File: src/rtl/dice_pkg.sv
// Shared constants, FSM state encoding and BCD helpers for the dice roller.
package dice_pkg;

  localparam int unsigned NUM_DIE    = 7;
  localparam int unsigned CNT_DIGITS = 3;
  localparam int unsigned CNT_W      = 4 * CNT_DIGITS;
  localparam int unsigned SEL_W      = 3;

  typedef logic [0:0] state_t;
  localparam state_t IDLE    = 1'b0;
  localparam state_t ROLLING = 1'b1;

  // Die maxima in BCD; entry 0 is d4, entry 6 is d100.
  localparam logic [NUM_DIE-1:0][CNT_W-1:0] DIE_MAX = {
    12'h100, 12'h020, 12'h012, 12'h010, 12'h008, 12'h006, 12'h004
  };

  function automatic logic [CNT_W-1:0] die_max(input logic [SEL_W-1:0] sel);
    logic [CNT_W-1:0] m;
    m = DIE_MAX[0];
    for (int i = 0; i < NUM_DIE; i++) begin
      if (sel == SEL_W'(i)) m = DIE_MAX[i];
    end
    return m;
  endfunction

  // Lowest set bit index of a button vector.
  function automatic logic [SEL_W-1:0] first_set(input logic [NUM_DIE-1:0] v);
    logic [SEL_W-1:0] idx;
    idx = '0;
    for (int i = NUM_DIE - 1; i >= 0; i--) begin
      if (v[i]) idx = SEL_W'(i);
    end
    return idx;
  endfunction

  // BCD decrement; 1 (or an unexpected 0) wraps to the die maximum.
  function automatic logic [CNT_W-1:0] bcd_dec_wrap(input logic [CNT_W-1:0] v,
                                                    input logic [CNT_W-1:0] max);
    logic [CNT_W-1:0] r;
    logic             borrow;
    logic [3:0]       d;
    r      = v;
    borrow = 1'b1;
    if (v == CNT_W'(1) || v == '0) begin
      r = max;
    end else begin
      for (int i = 0; i < CNT_DIGITS; i++) begin
        d = v[4*i +: 4];
        if (borrow) begin
          if (d == 4'd0) begin
            r[4*i +: 4] = 4'd9;
          end else begin
            r[4*i +: 4] = d - 4'd1;
            borrow      = 1'b0;
          end
        end
      end
    end
    return r;
  endfunction

endpackage

File: src/rtl/btn_debouncer.sv
// Tick-sampled debouncer: level flips after DEB_COUNT consecutive differing samples.
module btn_debouncer #(
  parameter int unsigned DEB_COUNT = 3
) (
  input  logic clk,
  input  logic rst_n,
  input  logic tick,
  input  logic button,
  output logic debounced
);

  localparam int unsigned     DEB_W    = 4;
  localparam logic [DEB_W-1:0] CNT_LAST = DEB_W'(DEB_COUNT - 1);

  logic             r_level;
  logic [DEB_W-1:0] r_cnt;
  logic             w_level_nxt;
  logic [DEB_W-1:0] w_cnt_nxt;

  always_comb begin
    w_level_nxt = r_level;
    w_cnt_nxt   = r_cnt;
    if (tick) begin
      if (button == r_level) begin
        w_cnt_nxt = '0;
      end else if (r_cnt == CNT_LAST) begin
        w_level_nxt = ~r_level;
        w_cnt_nxt   = '0;
      end else begin
        w_cnt_nxt = r_cnt + DEB_W'(1);
      end
    end
  end

  always_ff @(posedge clk or negedge rst_n) begin
    if (!rst_n) begin
      r_level <= 1'b0;
      r_cnt   <= '0;
    end else begin
      r_level <= w_level_nxt;
      r_cnt   <= w_cnt_nxt;
    end
  end

  assign debounced = r_level;

endmodule

File: src/rtl/dice_roller_bcd.sv
// Seven-die BCD roller: spins while the locked button is held, latches on release.
// Optional macro DICE_ROLL_ANIM_EN shows the spinning count on each tick.
module dice_roller_bcd
  import dice_pkg::*;
#(
  parameter int unsigned DIGITS    = 2,
  parameter int unsigned DEB_COUNT = 3
) (
  input  logic                  clk,
  input  logic                  rst_n,
  input  logic                  tick,
  input  logic [NUM_DIE-1:0]    btn,
  output logic [4*DIGITS-1:0]   bcd_out,
  output logic [SEL_W-1:0]      die_sel,
  output logic                  rolling,
  output logic                  result_valid
);

  localparam int unsigned OUT_W = 4 * DIGITS;

  logic               r_tick_en;
  logic               w_tick;
  logic [NUM_DIE-1:0] w_deb;
  logic [NUM_DIE-1:0] r_deb_prev;
  logic [NUM_DIE-1:0] w_rise;
  logic               w_locked;
  logic [OUT_W-1:0]   w_cnt_disp;

  state_t             r_state, w_state_nxt;
  logic [CNT_W-1:0]   r_cnt, w_cnt_nxt;
  logic [SEL_W-1:0]   r_sel, w_sel_nxt;
  logic [OUT_W-1:0]   r_bcd, w_bcd_nxt;
  logic               r_valid, w_valid_nxt;
  logic               r_rolling, w_rolling_nxt;

  // Ignore a tick coinciding with the first cycle out of reset.
  always_ff @(posedge clk or negedge rst_n) begin
    if (!rst_n) begin
      r_tick_en  <= 1'b0;
      r_deb_prev <= '0;
    end else begin
      r_tick_en  <= 1'b1;
      r_deb_prev <= w_deb;
    end
  end

  assign w_tick = tick & r_tick_en;
  assign w_rise = w_deb & ~r_deb_prev;

  for (genvar g = 0; g < NUM_DIE; g++) begin : g_deb
    btn_debouncer #(
      .DEB_COUNT (DEB_COUNT)
    ) u_deb (
      .clk       (clk),
      .rst_n     (rst_n),
      .tick      (w_tick),
      .button    (btn[g]),
      .debounced (w_deb[g])
    );
  end

  // Truncate or zero-extend the 3-digit count to the display width.
  for (genvar g = 0; g < DIGITS; g++) begin : g_disp
    if (g < CNT_DIGITS) begin : g_cnt
      assign w_cnt_disp[4*g +: 4] = r_cnt[4*g +: 4];
    end else begin : g_zero
      assign w_cnt_disp[4*g +: 4] = 4'h0;
    end
  end

  always_comb begin
    w_locked = 1'b0;
    for (int i = 0; i < NUM_DIE; i++) begin
      if (r_sel == SEL_W'(i)) w_locked = w_deb[i];
    end
  end

  always_comb begin
    w_state_nxt   = r_state;
    w_cnt_nxt     = r_cnt;
    w_sel_nxt     = r_sel;
    w_bcd_nxt     = r_bcd;
    w_valid_nxt   = 1'b0;
    w_rolling_nxt = r_rolling;
    case (r_state)
      IDLE: begin
        if (|w_rise) begin
          w_sel_nxt     = first_set(w_rise);
          w_cnt_nxt     = die_max(w_sel_nxt);
          w_state_nxt   = ROLLING;
          w_rolling_nxt = 1'b1;
        end
      end
      ROLLING: begin
        if (!w_locked) begin
          w_state_nxt   = IDLE;
          w_rolling_nxt = 1'b0;
          w_bcd_nxt     = w_cnt_disp;
          w_valid_nxt   = 1'b1;
        end else begin
          w_cnt_nxt = bcd_dec_wrap(r_cnt, die_max(r_sel));
`ifdef DICE_ROLL_ANIM_EN
          if (w_tick) w_bcd_nxt = w_cnt_disp;
`endif
        end
      end
      default: begin
        w_state_nxt   = IDLE;
        w_rolling_nxt = 1'b0;
      end
    endcase
  end

  always_ff @(posedge clk or negedge rst_n) begin
    if (!rst_n) begin
      r_state   <= IDLE;
      r_cnt     <= '0;
      r_sel     <= '0;
      r_bcd     <= OUT_W'(1);
      r_valid   <= 1'b0;
      r_rolling <= 1'b0;
    end else begin
      r_state   <= w_state_nxt;
      r_cnt     <= w_cnt_nxt;
      r_sel     <= w_sel_nxt;
      r_bcd     <= w_bcd_nxt;
      r_valid   <= w_valid_nxt;
      r_rolling <= w_rolling_nxt;
    end
  end

  assign bcd_out      = r_bcd;
  assign die_sel      = r_sel;
  assign rolling      = r_rolling;
  assign result_valid = r_valid;

endmodule

File: config.mk
export PLATFORM = sky130hd
export DESIGN_NAME = dice_roller_bcd
export DESIGN_NICKNAME = d
export VERILOG_FILES = /design/src/rtl/dice_pkg.sv /design/src/rtl/btn_debouncer.sv /design/src/rtl/dice_roller_bcd.sv
export SDC_FILE = /design/constraint.sdc
export NUM_CORES = 1
export LEC_CHECK = 0
export CORE_MARGIN = 2
export CORE_UTILIZATION = 30
export CTS_BUF_LIST = sky130_fd_sc_hd__clkbuf_16
export DETAILED_ROUTE_END_ITERATION = 8
export GPL_ROUTABILITY_DRIVEN = 0
export PLACE_DENSITY_LB_ADDON = 0.1
export SLEW_MARGIN = 0
export SYNTH_ARGS = -nofsm -noshare
export SYNTH_HDL_FRONTEND = slang
export SYNTH_SLANG_ARGS = --single-unit
File: constraint.sdc
create_clock -name clk -period 2.4 [get_ports clk]
set_input_delay 0.48 -clock clk [delete_from_list [all_inputs] [get_ports clk]]
set_output_delay 0.48 -clock clk [all_outputs]
set_load 0.005 [all_outputs]
==> flow_metrics.tcl <==
set metrics [dict create \
    outcome "completed" \
    max_cap_viol_count 0 \
    crit_family "flip-flops" \
    slowest_delay_ns 0.64 \
    worst_pin_slew_ns 0.5167 \
    wire_per_inst_um 13.73 \
    antenna_found_initial 0 \
    die_y_um 114.6 \
    synth_top_family_by_area "simple AND/OR/NAND/NOR gates" \
    ant_nets 0 \
    grt_pass1_vias 2693 \
    dp_hpwl_um 5318 \
    cts_max_level 3 \
    yosysMostFrequentCell "dfrtp_1" \
    synth_edf_count 0 \
    slew_headroom_pct 65.56 \
    drt_pre_antenna_iters 4 \
    cts.sinks 69 \
    report.final.setup_viol 0 \
    slowest_stage "dfrtp_1" \
    syn-cell-area_sq_um 3667 \
    cts_root_buf "clkbuf_16" \
    ys.flop_type "dfrtp_1" \
    cp_num_buf_inv 1 \
    final_area_sq_um 4358 \
    placed_area_sq_um 4031 \
    crit_chain "clkdlybuf4s50_1" \
    rr_startpoint "die_sel[1]" \
    io_pins 23 \
    first_iter_violations 95 \
    n_antenna_cell 0 \
    layout-drive-gt1-share_pct 14.57 \
    ys_seq_area_share_pct 47.12 \
    hold_class "reg -> reg" \
    grt_max_degree 41 \
    crit_type "reg -> out" \
    routed_via_density 4.853 \
    skew_ns 0.006424 \
    port_buffers 22 \
    numCtsBuffers 9 \
    fin_crit_sh_pct 85.87 \
    synth.area.mux_share_pct 4.128 \
    synthArstFlopShare_pct 100.0 \
    cp_max_fo 14 \
    ys_ff_latch 69 \
    fp.dieW_um 114.6 \
    finalMaxSlewViolations 0 \
    num-nets-final 422 \
    cts_tree "built" \
    cp-start-kind "register" \
    p_leak_uw 0.001820 \
    synth_area_leader_cell "dfrtp_1" \
    dr_total_vias 2679 \
    worstHoldStart "g_deb[4].u_deb.debounced" \
    vdd_drop_max_v 0.0005434 \
    fin_tns_setup_ns 0 \
    die-area_sq_um 13130 \
    synthTopCellsByCount "dfrtp_1 (68), nand2_1 (47), o21ai_0 (39), nand2b_1 (20), o31ai_1 (14)" \
    start_util_pct 30.66 \
    grt_pass1_wl_um 13080 \
    synth_fa_ha_area_share_pct 4.094 \
    synth_compound_area_share_pct 17.74 \
    netlist.area_leader.share_pct 46.40 \
    ys_warn_count 0 \
    worstPathRequired_ns 1.92 \
    clockBufferDepth 2 \
    yosys.area_share.simple_pct 21.29 \
    cp.arrival_ns 1.58 \
    hold_viol 0 \
    crit_path_start "die_sel[1]" \
    syn-num-nets 395 \
    period_minus_slack_ns 2.061 \
    core_area_sq_um 11960 \
    rrSetupSlack_ns 0.36 \
    cts.repair.resized 0 \
    netlist_instances 373 \
    final_util_pct 36.43 \
    end_kind "primary output" \
    synth_cell_types 60 \
    pwr_density_cell_nw_per_um2 1317 \
    drt_wl_total_um 7579 \
    synth.area.top_cells "dfrtp_1 (46%), o21ai_0 (5.3%), nand2_1 (4.8%)" \
    max_freq_mhz 485.3 \
    cts.clk_slew.worst_paths_ns 0.06 \
    synthToLayoutAreaGrowth_pct 18.83 \
    rows 40 \
    rsz0062_at_grt "no" \
    drcViolationCount 0 \
    overflow 0 \
    grt_usage_pct 12.78 \
    worstSkewPairLatency_ns 0.34 \
    synth_xor_area_share_pct 1.911 \
    nFillCells 1192 \
    synth_area_per_cell_sq_um 9.832 \
]
-- final cells by class --
class / count / area (sq um) / area share, %
clock buffer: 9 / 225.2 / 5.168
clock inverter: 7 / 91.34 / 2.096
inverter: 14 / 52.55 / 1.206
multi-input combinational: 277 / 1807 / 41.46
sequential: 69 / 1728 / 39.65
tap: 147 / 183.9 / 4.220
timing repair buffer: 29 / 270.3 / 6.202
-- cells by family after synthesis --
family,after synthesis
compound gates,100
xor+xnor,8
fa+ha+maj,12
buf+inv,27
flops,69
mux,13
other cells,1
simple gates,143
-- registers in the layout, indices dropped and copies added (netlist names) --
signal,flops
g_deb.u_deb.r_cnt,28
r_tick_en,1
r_state,1
rolling,1
r_deb_prev,7
bcd_out,8
r_cnt,12
die_sel,3
result_valid,1
g_deb.u_deb.debounced,7
-- what timing repair did --
| item | in CTS | in global routing |
|---|---|---|
| endpoints found under the hold margin | 3 | 0 |
| buffers inserted | 0 | 0 |
| hold buffers | 1 | 0 |
-- cells in the final DEF, fill, tap and decap left out, drive strengths merged, types with 3 or more instances in the layout --
cell type / instances
dfrtp: 68
nand2: 48
o21ai: 46
nand2b: 22
clkdlybuf4s50: 21
inv: 15
a21oi: 15
o31ai: 14
ha: 12
nand3: 12
nor3: 11
nor2: 11
mux2: 11
nor2b: 10
clkbuf: 9
or2: 8
nor3b: 7
buf: 7
xor2: 6
a31oi: 4
nand4: 3
o21a: 3
clkinvlp: 3
nor4: 3
o311ai: 3
-- worst paths after layout --
path	to	cells after the start
worst min register to register	r_deb_prev[4]	0
min in group asynchronous	die_sel[2]	2
max in group asynchronous	g_deb[3].u_deb.r_cnt[0]	3
worst max register to register	bcd_out[4]	5
worst max-delay path	die_sel[1]	1
worst min-delay path	r_deb_prev[4]	0
-- power by group --
group / switching (uW) / leakage, uW / internal, uW
Clock: 509 / 0.000149 / 903
Combinational: 1160 / 0.000790 / 1050
Sequential: 509 / 0.000882 / 1600
-- stage by stage --
step	cells	setup WS (ns)	power (uW)	hold slack, ns
floorplan	373	0.7271	3736	0.1844
global placement	535	0.4092	4361	0.3059
detailed placement	535	0.3495	4382	0.3055
CTS	552	0.3094	5840	0.4721
global route	552	0.1684	6233	0.4963
finish	552	0.3392	5739	0.4660
-- per-layer routing --
layer  global-route usage, %  wire, um  up-vias  part of all wire [%]
met5                       0         0        -                     0
met4                   4.634       119        0                   1.6
met3                   4.288       277       11                   3.7
met2                   19.96      3432       29                    45
met1                   16.47      3749     1260                    49
li1                        -         -     1379                     -
(Power assumes the default switching activity.)
